$ cat src/rtl/pspin_cfg_pkg.sv
// Shared PsPIN configuration: task and feedback descriptors, HPU front-end
// register offsets and front-end FSM encoding.
package pspin_cfg_pkg;

    localparam int unsigned ADDR_WIDTH     = 32;
    localparam int unsigned MSGID_WIDTH    = 10;
    localparam int unsigned PKT_SIZE_WIDTH = 16;

    typedef logic [ADDR_WIDTH-1:0]     mem_addr_t;
    typedef logic [31:0]               mem_size_t;
    typedef logic [MSGID_WIDTH-1:0]    msgid_t;
    typedef logic [PKT_SIZE_WIDTH-1:0] pkt_size_t;

    typedef struct packed {
        msgid_t    msgid;
        mem_addr_t handler_fun;
        mem_addr_t handler_mem_addr;
        mem_size_t handler_mem_size;
        mem_addr_t pkt_addr;
        pkt_size_t pkt_size;
    } handler_task_t;

    typedef struct packed {
        handler_task_t handler_task;
        mem_addr_t     pkt_ptr;
    } hpu_handler_task_t;

    typedef struct packed {
        mem_addr_t pkt_addr;
        pkt_size_t pkt_size;
        msgid_t    msgid;
        logic      trigger_feedback;
    } feedback_descr_t;

    typedef struct packed {
        feedback_descr_t feedback_descr;
        mem_addr_t       pkt_ptr;
    } task_feedback_descr_t;

    // Byte offsets of the HPU front-end registers; the C runtime header mirrors these.
    localparam logic [5:0] HPU_REG_STATUS           = 6'h00;
    localparam logic [5:0] HPU_REG_HANDLER_FUN      = 6'h04;
    localparam logic [5:0] HPU_REG_PKT_PTR          = 6'h08;
    localparam logic [5:0] HPU_REG_PKT_SIZE         = 6'h0C;
    localparam logic [5:0] HPU_REG_MSGID            = 6'h10;
    localparam logic [5:0] HPU_REG_HANDLER_MEM_ADDR = 6'h14;
    localparam logic [5:0] HPU_REG_HANDLER_MEM_SIZE = 6'h18;
    localparam logic [5:0] HPU_REG_PKT_ADDR         = 6'h1C;
    localparam logic [5:0] HPU_REG_DONE             = 6'h20;
    localparam logic [5:0] HPU_REG_LAST_CYCLES      = 6'h24;
    localparam logic [5:0] HPU_REG_ERR_CLR          = 6'h28;

    typedef enum logic [1:0] {
        HPU_IDLE     = 2'd0,
        HPU_RUNNING  = 2'd1,
        HPU_FEEDBACK = 2'd2
    } hpu_fe_state_e;

endpackage

$ cat src/rtl/hpu_task_frontend_if.sv
// Core-side register port of the HPU task front-end: word-addressed,
// always granted, one-cycle registered response.
interface hpu_task_frontend_if;
    logic        req;
    logic        we;
    logic [5:0]  addr;
    logic [31:0] wdata;
    logic        gnt;
    logic        rvalid;
    logic [31:0] rdata;

    modport master (output req, we, addr, wdata, input gnt, rvalid, rdata);
    modport slave  (input req, we, addr, wdata, output gnt, rvalid, rdata);
endinterface

$ cat src/rtl/hpu_task_frontend.sv
// Per-HPU task front-end: holds one dispatched handler task, exposes it to the
// core through a register port, and returns completion feedback on DONE.
module hpu_task_frontend
    import pspin_cfg_pkg::*;
#(
    parameter int unsigned CYCLE_CNT_W = 32
) (
    input  logic                 clk_i,
    input  logic                 rst_ni,
    input  logic [5:0]           cluster_id_i,
    input  logic [3:0]           core_id_i,
    // Task and feedback lanes use valid/ready: a transfer happens on a clock
    // edge where both are high; a raised valid and its data hold until then.
    input  logic                 task_valid_i,
    output logic                 task_ready_o,
    input  hpu_handler_task_t    task_i,
    output logic                 feedback_valid_o,
    input  logic                 feedback_ready_i,
    output task_feedback_descr_t feedback_o,
    output logic                 hpu_active_o,
    hpu_task_frontend_if.slave   core,
    output hpu_fe_state_e        state_o
);

    localparam logic [CYCLE_CNT_W-1:0] CNT_ONE = {{(CYCLE_CNT_W-1){1'b0}}, 1'b1};

    hpu_fe_state_e          state_q, state_d;
    hpu_handler_task_t      task_q;
    logic                   trigger_q, err_q, rvalid_q;
    logic [CYCLE_CNT_W-1:0] cnt_q, cnt_inc, last_cycles_q;
    logic [31:0]            rd_data, rdata_q;
    logic [5:0]             word_addr;
    logic                   accept, done_wr, err_clr_wr, task_held;
    logic                   unused_bits;

    assign word_addr  = {core.addr[5:2], 2'b00};
    assign accept     = task_valid_i && (state_q == HPU_IDLE);
    assign done_wr    = core.req && core.we && (word_addr == HPU_REG_DONE);
    assign err_clr_wr = core.req && core.we && (word_addr == HPU_REG_ERR_CLR);
    assign task_held  = (state_q != HPU_IDLE);
    assign cnt_inc    = (&cnt_q) ? cnt_q : cnt_q + CNT_ONE;
    assign unused_bits = ^{core.wdata[31:1], core.addr[1:0]};

    always_comb begin
        state_d = state_q;
        unique case (state_q)
            HPU_IDLE:     if (task_valid_i)     state_d = HPU_RUNNING;
            HPU_RUNNING:  if (done_wr)          state_d = HPU_FEEDBACK;
            HPU_FEEDBACK: if (feedback_ready_i) state_d = HPU_IDLE;
            default:                            state_d = HPU_IDLE;
        endcase
    end

    always_ff @(posedge clk_i or negedge rst_ni) begin
        if (!rst_ni) state_q <= HPU_IDLE;
        else         state_q <= state_d;
    end

    always_ff @(posedge clk_i or negedge rst_ni) begin
        if (!rst_ni) begin
            task_q        <= '0;
            trigger_q     <= 1'b0;
            cnt_q         <= '0;
            last_cycles_q <= '0;
            err_q         <= 1'b0;
            rvalid_q      <= 1'b0;
            rdata_q       <= '0;
        end else begin
            if (accept) begin
                task_q <= task_i;
                cnt_q  <= '0;
            end else if (state_q == HPU_RUNNING) begin
                cnt_q <= cnt_inc;
            end
            // cnt_inc already includes the DONE cycle itself.
            if (done_wr && state_q == HPU_RUNNING) begin
                trigger_q     <= core.wdata[0];
                last_cycles_q <= cnt_inc;
            end
            if (done_wr && state_q != HPU_RUNNING) err_q <= 1'b1;
            else if (err_clr_wr)                   err_q <= 1'b0;
            rvalid_q <= core.req;
            rdata_q  <= (core.req && !core.we) ? rd_data : '0;
        end
    end

    // Task fields read as zero while nothing is held.
    always_comb begin
        rd_data = '0;
        case (word_addr)
            HPU_REG_STATUS:
                rd_data = {16'b0, core_id_i, cluster_id_i, 4'b0, err_q, state_q == HPU_RUNNING};
            HPU_REG_HANDLER_FUN:      if (task_held) rd_data = task_q.handler_task.handler_fun;
            HPU_REG_PKT_PTR:          if (task_held) rd_data = task_q.pkt_ptr;
            HPU_REG_PKT_SIZE:         if (task_held) rd_data = 32'(task_q.handler_task.pkt_size);
            HPU_REG_MSGID:            if (task_held) rd_data = 32'(task_q.handler_task.msgid);
            HPU_REG_HANDLER_MEM_ADDR: if (task_held) rd_data = task_q.handler_task.handler_mem_addr;
            HPU_REG_HANDLER_MEM_SIZE: if (task_held) rd_data = task_q.handler_task.handler_mem_size;
            HPU_REG_PKT_ADDR:         if (task_held) rd_data = task_q.handler_task.pkt_addr;
            HPU_REG_LAST_CYCLES:      rd_data = 32'(last_cycles_q);
            default:                  rd_data = '0;
        endcase
    end

    assign core.gnt    = core.req;
    assign core.rvalid = rvalid_q;
    assign core.rdata  = rdata_q;

    assign task_ready_o     = (state_q == HPU_IDLE);
    assign hpu_active_o     = (state_q != HPU_IDLE);
    assign feedback_valid_o = (state_q == HPU_FEEDBACK);
    assign state_o          = state_q;

    always_comb begin
        feedback_o                                 = '0;
        feedback_o.pkt_ptr                         = task_q.pkt_ptr;
        feedback_o.feedback_descr.pkt_addr         = task_q.handler_task.pkt_addr;
        feedback_o.feedback_descr.pkt_size         = task_q.handler_task.pkt_size;
        feedback_o.feedback_descr.msgid            = task_q.handler_task.msgid;
        feedback_o.feedback_descr.trigger_feedback = trigger_q;
    end

endmodule

$ cat src/flat_wrapper.sv
// flat-port wrapper written by rule: the top's interface ports become plain ports
module hpu_task_frontend_flat import pspin_cfg_pkg::*;
#(
    parameter int unsigned CYCLE_CNT_W = 32
)
  (clk_i, rst_ni, cluster_id_i, core_id_i, task_valid_i, task_ready_o, task_i, feedback_valid_o, feedback_ready_i, feedback_o, hpu_active_o, state_o, core_req, core_we, core_addr, core_wdata, core_gnt, core_rvalid, core_rdata);
  hpu_task_frontend_if core_i ();
  input  logic clk_i;
  input  logic rst_ni;
  input  logic [5:0] cluster_id_i;
  input  logic [3:0] core_id_i;
  input  logic task_valid_i;
  output logic task_ready_o;
  input  hpu_handler_task_t task_i;
  output logic feedback_valid_o;
  input  logic feedback_ready_i;
  output task_feedback_descr_t feedback_o;
  output logic hpu_active_o;
  output hpu_fe_state_e state_o;
  input wire logic [$bits(core_i.req)-1:0] core_req;
  input wire logic [$bits(core_i.we)-1:0] core_we;
  input wire logic [$bits(core_i.addr)-1:0] core_addr;
  input wire logic [$bits(core_i.wdata)-1:0] core_wdata;
  output wire logic [$bits(core_i.gnt)-1:0] core_gnt;
  output wire logic [$bits(core_i.rvalid)-1:0] core_rvalid;
  output wire logic [$bits(core_i.rdata)-1:0] core_rdata;
  assign core_i.req = core_req;
  assign core_i.we = core_we;
  assign core_i.addr = core_addr;
  assign core_i.wdata = core_wdata;
  assign core_gnt = core_i.gnt;
  assign core_rvalid = core_i.rvalid;
  assign core_rdata = core_i.rdata;
  hpu_task_frontend #(.CYCLE_CNT_W(CYCLE_CNT_W)) u_core (.clk_i(clk_i), .rst_ni(rst_ni), .cluster_id_i(cluster_id_i), .core_id_i(core_id_i), .task_valid_i(task_valid_i), .task_ready_o(task_ready_o), .task_i(task_i), .feedback_valid_o(feedback_valid_o), .feedback_ready_i(feedback_ready_i), .feedback_o(feedback_o), .hpu_active_o(hpu_active_o), .core(core_i), .state_o(state_o));
endmodule
$ cat config.mk
export PLATFORM = sky130hd
export DESIGN_NAME = hpu_task_frontend_flat
export DESIGN_NICKNAME = d
export VERILOG_FILES = /design/src/rtl/pspin_cfg_pkg.sv /design/src/rtl/hpu_task_frontend_if.sv /design/src/rtl/hpu_task_frontend.sv /design/src/flat_wrapper.sv
export SDC_FILE = /design/constraint.sdc
export NUM_CORES = 1
export LEC_CHECK = 0
export ABC_AREA = 0
export CORE_UTILIZATION = 45
export DETAILED_ROUTE_END_ITERATION = 12
export PLACE_DENSITY = 0.82
export SYNTH_ARGS = -nofsm -noshare
export SYNTH_HDL_FRONTEND = slang
export SYNTH_SLANG_ARGS = --single-unit
$ cat constraint.sdc
create_clock -name clk_i -period 2.75 [get_ports clk_i]
set_clock_uncertainty 0.1 [all_clocks]
set_input_delay 0.55 -clock clk_i [delete_from_list [all_inputs] [get_ports clk_i]]
set_output_delay 0.55 -clock clk_i [all_outputs]
set_load 0.01 [all_outputs]
; After elaboration in Yosys (flattened, before gate mapping)
; Index checks and enable logic that the tools add are counted.
[op_classes]
n_mux = 18
addsub = 1
n_reduce_logical = 15
eq_ne = 16
[ops]
columns = operator, n
row1 = 32-bit 2-to-1 mux, 9
row2 = 32-bit one-hot mux with 9 select lines, 1
row3 = "32-bit by 1-bit adder with 32-bit output, second input constant", 1
row4 = 32-bit AND reduction, 1
row5 = "4-bit by 3-bit == test with 1-bit output, second input constant", 4
row6 = 16-bit 2-to-1 mux, 1
row7 = "4-bit == test, second input constant", 3
row8 = 10-bit 2-to-1 mux, 1
row9 = "4-bit by 2-bit == test with 1-bit output, second input constant", 2
row10 = 1-bit logical AND, 7
row11 = 6-bit logical NOT, 1
row12 = 2-bit 2-to-1 mux, 3
row13 = "2-bit by 1-bit inequality test with 1-bit output, second input constant", 3
row14 = 2-bit one-hot mux with 3 select lines, 1
row15 = 2-bit nonzero test, 3
row16 = "4-bit by 1-bit == test with 1-bit output, second input constant", 1
row17 = 3-bit AND reduction, 1
row18 = "2-bit by 1-bit == test with 1-bit output, second input constant", 1
row19 = "2-bit == test, second input constant", 1
row20 = 2-bit logical NOT, 1
row21 = 1-bit 2-to-1 mux, 2
row22 = "2-bit inequality test, second input constant", 1
row23 = 1-bit logical NOT, 1
[word_totals]
wordCells = 64
in_bits = 240
ff_bits = 287

; Longest topological paths before layout
; Gate-level depths: netlist (run 1).
[depth]
ltp_word = 4
ltp_mapped = 9

; Worst setup path after synthesis (run 1)
; No wires, ideal clock.
[synth_timing]
path_type = register to register
from = register u_core.cnt_q[0]
to = register u_core.cnt_q[28]
n_path_buf = 1
slack_ps = 401
stages_incl_launch_ff = 8
required_time_ps = 2563
setup_ps = 87
arrival_time_ps = 2162
cell_sequence = dfrtp_1 -> ha_1 -> nand4_1 -> or4_4 -> or3_1 -> clkbuf_2 -> or4_1 -> o211ai_1
[synth_via]
elab_chain_len = 4
elab_cells_between_ends = 5
classes_between = 1 x add/sub / 3 x mux / 1 x reduce/logical
[synth_rtl]
columns = item, line_no
row1 = from (decl), hpu_task_frontend.sv:30  ; logic [CYCLE_CNT_W-1:0] cnt_q, cnt_inc, last_cycles_q;
row2 = from (signal assigned), hpu_task_frontend.sv:73  ; cnt_q <= cnt_inc;
row3 = 32-bit by 1-bit adder with 32-bit output / 32-bit AND reduction (equally long branches), hpu_task_frontend.sv:41  ; assign cnt_inc = (&cnt_q) ? cnt_q : cnt_q + CNT_ONE;
row4 = 32-bit 2-to-1 mux (*), hpu_task_frontend.sv:41
row5 = 32-bit 2-to-1 mux (*), hpu_task_frontend.sv:72  ; end else if (state_q == HPU_RUNNING) begin
row6 = 32-bit 2-to-1 mux (*), hpu_task_frontend.sv:69  ; if (accept) begin
; Every way passes the cells marked *; elsewhere a longest branch is shown, timed or not. The select of a mux whose other input is x is not followed.
; A chain may end at the register's enable or synchronous reset.

; Final worst setup path (run 1)
[layout_timing]
from = register u_core.state_q[0] (netlist: u_core.state_o[0])
to = output task_ready_o
[layout_via]
elab_chain_len = 1
[layout_rtl]
columns = item, line_no
row1 = from (decl), hpu_task_frontend.sv:27  ; hpu_fe_state_e state_q, state_d;
row2 = from (signal assigned), hpu_task_frontend.sv:56  ; else state_q <= state_d;
row3 = 2-bit logical NOT, hpu_task_frontend.sv:109  ; assign task_ready_o = (state_q == HPU_IDLE);
row4 = to (decl), flat_wrapper.sv:13  ; output logic task_ready_o;
; No other way between the ends.

==> impl_metrics.py, run 1 <==
metrics = {
    "worst_setup_path": {
        "cp-endpoint": "task_ready_o",
        "reg2reg_to": "u_core.cnt_q[28]$_DFFE_PN0P_",
        "crit_fanout": 5,
        "critical_path_arrival_ns": 1.94,
        "crit_required_ns": 2.10,
        "critPathKind": "flip-flop to output pin",
        "r2r_setup_slack_ns": 0.18,
        "cpPeakStageDelay_ns": 0.59,
        "r2r_start": "u_core.cnt_q[0]$_DFFE_PN0P_",
        "slowest_stage": "clkdlybuf4s50_1",
        "reg2reg_depth": 6,
        "crit_path_end_kind": "output pin",
        "path_cells": "nor2_4, clkdlybuf4s50_1",
        "setup.worst_path.start": "u_core.state_o[0]$_DFFE_PN0P_",
        "worst_setup_path_start_kind": "flip-flop",
    },
    "clocking": {
        "cts-htree-levels": 1,
        "cts_made_buffers": 30,
        "root_buffer": "clkbuf_16",
        "insertion_delay_ns": 0.58,
        "cts_setup_buffers": 0,
        "cts.clk_slew.worst_paths_ns": 0.06,
        "cts_buffer_depth": 3,
        "cts.sinks": 287,
        "cts_tree": "done",
    },
    "status": {
        "status": "finished, final reports clean",
    },
    "power_and_ir_drop": {
        "powerDensity_nw_per_um2": 915,
        "power.total_mw": 16.7,
        "ir_drop_mv": 0.552,
        "leakagePower_nw": 8.19,
    },
    "die": {
        "core_area_sq_um": 29900,
        "num_rows": 63,
        "die_h_microns": 177,
        "start_util": 0.462,
        "dieArea_sq_um": 31400,
        "ios": 370,
        "die_x_microns": 177,
    },
    "routing": {
        "viasPerCell": 5.63,
        "drc": 0,
        "wire_per_inst_microns": 19.4,
        "route.met2.wl_microns": 20300,
        "initialDrtViolationCount": 1118,
        "wl_met1_microns": 17000,
        "top_layer": "met4",
        "postRouteAntennaNets": 0,
        "route.met3.wl_microns": 3740,
        "num_vias": 12400,
        "drtPass1Iterations": 8,
        "wirelength_microns": 42500,
    },
    "final_layout": {
        "final_cell_count_no_fill": 2193,
        "filler_cell_count": 2491,
        "multiInputGateArea_sq_um": 5540,
        "antenna_cells": 0,
        "fin_area_sq_um": 18300,
        "fin_nets": 2023,
        "syn2layout_area_growth_pct": 32.3,
        "drive_gt1_frac": 0.0837,
        "regArea_sq_um": 7180,
    },
    "sta": {
        "setup_violations": 0,
        "max_clock_freq_mhz": 385,
        "slew_violations": 0,
        "finalHoldViolations": 0,
        "fin_crit_sh": 0.943,
        "tightest_slew_ns": 0.641,
        "finalCriticalPeriod_ns": 2.59,
        "maxSlewHeadroom": 0.572,
        "finalSetupTns_ns": 0,
        "rsz0062_at_grt": "no",
    },
    "synthesis": {
        "async_flop_share": 1.00,
        "synth-seq-cells": 287,
        "synth_cells": 1560,
        "ys_warn_count": 0,
        "ys_top_cells_by_area": "dfrtp_1, nand2_1, buf_4",
        "yosysTopAreaCellShare": 0.521,
        "synth-edff-count": 0,
        "synth.avg_cell_area_sq_um": 8.84,
        "yosys.cell_types.count": 65,
        "synth_fp_nets": 1801,
        "synth_area_leader_cell": "dfrtp_1",
        "netlist_area_sq_um": 13800,
        "synth_seq_area_share": 0.521,
        "synth_flop_cell": "dfrtp_1",
    },
    "placement": {
        "finalWeightedCongestion": 0.893,
        "dpl.hpwl_microns": 29800,
        "placed_area_sq_um": 17200,
        "placed_cells": 2139,
        "port_buffers": 336,
    },
    "global_routing": {
        "grt_max_degree": 129,
        "antenna_found_initial": 0,
        "grt_pass1_vias": 12300,
        "grt_pass1_wl_microns": 67100,
        "overflow": 0,
        "grt_usage": 0.271,
    },
    "run": {
        "maxCapViolCount": 0,
    },
    "worst_hold_path": {
        "hold_class": "flip-flop to flip-flop",
    },
}
-- worst max-delay path, delay by kind of cell (launching register included) --
| family | cells | cell delay, ns |
|---|---|---|
| DFF | 1 | 0.50 |
| buffers and inverters | 1 | 0.59 |
| and+or+nand+nor | 1 | 0.29 |
-- report_power, final --
group	switching (mW)	internal, mW
Clock	1.73	2.60
Combinational	2.79	2.54
Sequential	1.30	5.74
Total	5.82	10.9
-- synth_stat cells (3+ instances only) --
cell,number
clkbuf_1,85
mux2_2,3
nor2b_1,3
a31oi_1,18
o211ai_1,4
nor3b_1,4
o31ai_1,4
o21ai_0,41
o21ai_1,6
nor3_1,8
nand2b_1,5
buf_2,13
nand2_1,625
nor4_1,8
a31o_2,13
and3_1,5
nand3_1,16
xnor2_1,24
or4_1,3
a222oi_1,29
a22oi_1,54
a22o_1,3
buf_1,6
a21o_1,6
a221oi_1,3
a21oi_1,64
buf_4,94
a211oi_1,4
mux2i_1,5
nor2_1,44
nand4_1,7
dfrtp_1,287
a2111oi_4,6
inv_1,9
and4_1,7
or2_2,3
-- cells by family after synthesis --
kind of cell | count (synthesis) | synth area share
AND/OR/NAND/NOR | 757 | 0.227
flip-flops | 287 | 0.521
AO/OA/AOI/OAI | 271 | 0.144
buffers and inverters | 210 | 0.0846
XOR/XNOR | 26 | 0.0165
multiplexers | 8 | 0.00608
adder cells (fa/ha/maj) | 1 | 0.000907
-- stage by stage --
step / hold slack, ns / utilization / setup WS [ns]
finish: 0.374 / 0.611 / 0.156
global route: 0.384 / 0.611 / 0.0304
CTS: 0.376 / 0.611 / 0.129
detailed placement: 0.363 / 0.575 / 0.0298
global placement: 0.357 / 0.575 / 0.0728
floorplan: 0.154 / - / 0.401
-- registers in the layout (all words and copies together), names as in the netlist --
name	count
u_core.cnt_q	32
u_core.task_q	96
u_core.trigger_q	1
u_core.err_q	1
u_core.core.rvalid	1
u_core.state_o	2
u_core.last_cycles_q	32
u_core.core.rdata	32
u_core.feedback_o	90
-- routing by layer --
metal,vias up,track usage
met2,610,0.454
li1,5617,-
met5,-,0
met4,0,0.0945
met3,92,0.0436
met1,6034,0.356
-- placed cells by master, fill, tap and decap left out, types with 7 or more instances in the layout --
| cell | instances |
|---|---|
| clkbuf_8 | 8 |
| buf_12 | 13 |
| inv_1 | 9 |
| a21oi_1 | 64 |
| buf_4 | 41 |
| a31oi_1 | 18 |
| a31o_2 | 13 |
| and4_1 | 7 |
| a22oi_1 | 54 |
| nand4_1 | 7 |
| a222oi_1 | 29 |
| dfrtp_1 | 287 |
| nand3_1 | 16 |
| clkdlybuf4s50_1 | 335 |
| nor2_1 | 43 |
| xnor2_1 | 24 |
| nand2_1 | 624 |
| clkbuf_16 | 30 |
| nor3_1 | 7 |
| o21ai_0 | 41 |
-- area by class of cell --
cell class,instances,area share
Clock buffer,44,0.0484
Inverter,9,0.00185
Clock inverter,9,0.00980
Multi-Input combinational cell,1063,0.304
Timing Repair Buffer,391,0.216
Tap cell,390,0.0267
Sequential cell,287,0.393
-- worst min path at each step --
stage,startpoint,to,slack [ns],depth (start not counted)
5_1_grt,task_i[84],u_core.task_q[84]$_DFFE_PN0P_,0.38,3
3_3_place_gp,u_core.task_q[109]$_DFFE_PN0P_,u_core.task_q[109]$_DFFE_PN0P_,0.36,2
6_report,u_core.task_q[105]$_DFFE_PN0P_,u_core.task_q[105]$_DFFE_PN0P_,0.37,2
4_1_cts,task_i[84],u_core.task_q[84]$_DFFE_PN0P_,0.38,3
2_1_floorplan,rst_ni,u_core.cnt_q[0]$_DFFE_PN0P_,0.15,0
3_5_place_dp,u_core.task_q[105]$_DFFE_PN0P_,u_core.task_q[105]$_DFFE_PN0P_,0.36,2
-- what timing repair did --
action	4_1_cts	5_1_grt
resized for setup	0	3
hold buffers	1	0
endpoints found under the setup margin	0	5
endpoints found under the hold margin	62	0
Note: power is estimated with default switching activity, not from simulation.
==> inputs of run 2 (changes only) <==
CAP_MARGIN = 20   (was default)
CORE_MARGIN = 2   (was default)
==> impl_metrics.py, run 2 (synthesized netlist as in run 1, its figures left out) <==
metrics = {
    "clocking": {
        "cts_buffer_depth": 3,
        "root_buffer": "clkbuf_16",
        "cts_tree": "done",
        "cts_made_buffers": 31,
        "cts.sinks": 287,
        "cts_resized": 0,
        "cts.clk_slew.worst_paths_ns": 0.06,
        "hold_buffers": 1,
        "cts_setup_buffers": 0,
        "cts-htree-levels": 1,
        "insertion_delay_ns": 0.57,
    },
    "global_routing": {
        "grt_usage": 0.260,
        "grt_pass1_wl_microns": 65200,
        "overflow": 0,
        "antenna_found_initial": 2,
        "grt_max_degree": 81,
        "grt_pass1_vias": 12000,
    },
    "run": {
        "maxCapViolCount": 0,
    },
    "final_layout": {
        "syn2layout_area_growth_pct": 32.9,
        "post-route-util": 0.604,
        "regMostFlops": "u_core.task_q",
        "mostFrequentLayoutCells": "nand2_1, clkdlybuf4s50_1, dfrtp_1",
        "largest_register_ffs": 96,
        "layout_commonest_cell": "nand2_1",
        "drive_gt1_frac": 0.0851,
        "fin_nets": 2028,
    },
    "sta": {
        "slew_violations": 0,
        "max_clock_freq_mhz": 379,
        "finalHoldViolations": 0,
        "setup_violations": 0,
        "tightest_slew_ns": 0.668,
        "fin_crit_sh": 0.959,
        "finalCriticalPeriod_ns": 2.64,
        "maxSlewHeadroom": 0.554,
        "finalSetupTns_ns": 0,
        "rsz0062_at_grt": "no",
    },
    "routing": {
        "num_vias": 12300,
        "drtPass1Iterations": 8,
        "viasPerCell": 5.59,
        "drc": 0,
        "postRouteAntennaNets": 0,
        "wire_per_inst_microns": 19.4,
        "initialDrtViolationCount": 1371,
        "wirelength_microns": 42800,
    },
    "worst_setup_path": {
        "critical_path_arrival_ns": 3.02,
        "critPathKind": "flip-flop to flip-flop",
        "crit_required_ns": 3.13,
        "crit_path_end_kind": "flip-flop",
        "crit_fanout": 7,
        "worst_setup_path_start_kind": "flip-flop",
    },
    "placement": {
        "port_buffers": 336,
        "dpl.hpwl_microns": 30200,
        "finalWeightedCongestion": 0.892,
    },
    "power_and_ir_drop": {
        "leakagePower_nw": 8.23,
        "ir_drop_mv": 0.499,
        "powerDensity_nw_per_um2": 917,
    },
    "die": {
        "core_area_sq_um": 30300,
        "dieArea_sq_um": 32100,
        "ios": 370,
        "die_x_microns": 179,
        "num_rows": 64,
        "die_h_microns": 179,
        "start_util": 0.455,
    },
    "worst_hold_path": {
        "hold_class": "flip-flop to flip-flop",
    },
    "status": {
        "status": "finished, final reports clean",
    },
}
-- run 2: cell count changes in the layout (fill, tap and decap cells not counted), sizes merged --
cell    delta
buf        +4
clkinv     +4
clkbuf     -3
diode      +2
bufinv     +1
-- run 2: routing by layer --
metal,up-vias,GRT usage,part of all wire
met5,-,0,0
met2,590,0.424,0.48
li1,5631,-,-
met1,6015,0.346,0.41
met4,0,0.108,0.038
met3,100,0.0411,0.078
-- run 2: critical path, cell delays in order (launching register included) --
cell,delay (ns)
dfrtp_1,0.45
ha_1,0.30
nand4_1,0.16
or4_4,0.55
or3_1,0.44
or4_1,0.44
o211ai_1,0.10
-- run 2: final cells by class --
cell class / instances / area, sq um
fillers: 2469 / 12000
flip-flops and latches: 287 / 7180
multi-input cells: 1063 / 5540
repair buffers: 395 / 4030
clock buffers: 41 / 843
well taps: 396 / 495
clock inverters: 14 / 220
inverters: 9 / 33.8
diodes: 2 / 5.00
-- run 2: report_power, final --
part | internal, mW | leakage (nW) | switching, mW
logic | 2.59 | 4.02 | 2.81
clock network | 2.63 | 0.520 | 1.74
registers | 5.74 | 3.69 | 1.30
-- run 2: path summary, 6_finish.rpt --
kind | startpoint | endpoint | slack (ns) | depth (start not counted)
min in group asynchronous | rst_ni | u_core.task_q[159]$_DFFE_PN0P_ | 0.46 | 2
hold / removal | u_core.task_q[106]$_DFFE_PN0P_ | u_core.task_q[106]$_DFFE_PN0P_ | 0.38 | 2
setup / recovery | u_core.cnt_q[0]$_DFFE_PN0P_ | u_core.cnt_q[28]$_DFFE_PN0P_ | 0.11 | 6
setup reg to reg | u_core.cnt_q[0]$_DFFE_PN0P_ | u_core.cnt_q[28]$_DFFE_PN0P_ | 0.11 | 6
max in group asynchronous | rst_ni | u_core.task_q[109]$_DFFE_PN0P_ | 1.30 | 3
hold reg to reg | u_core.task_q[106]$_DFFE_PN0P_ | u_core.task_q[106]$_DFFE_PN0P_ | 0.38 | 2
-- run 2: through the flow --
step	setup WS, ns	total power, mW	hold slack (ns)	instance area (sq um)	cells
floorplan	0.401	10.3	0.154	13800	1560
global placement	-0.0163	12.2	0.359	17300	2149
detailed placement	-0.0687	12.4	0.363	17300	2149
CTS	0.165	16.9	0.378	18300	2205
global route	0.0563	17.8	0.388	18300	2207
finish	0.112	16.8	0.376	18300	2207
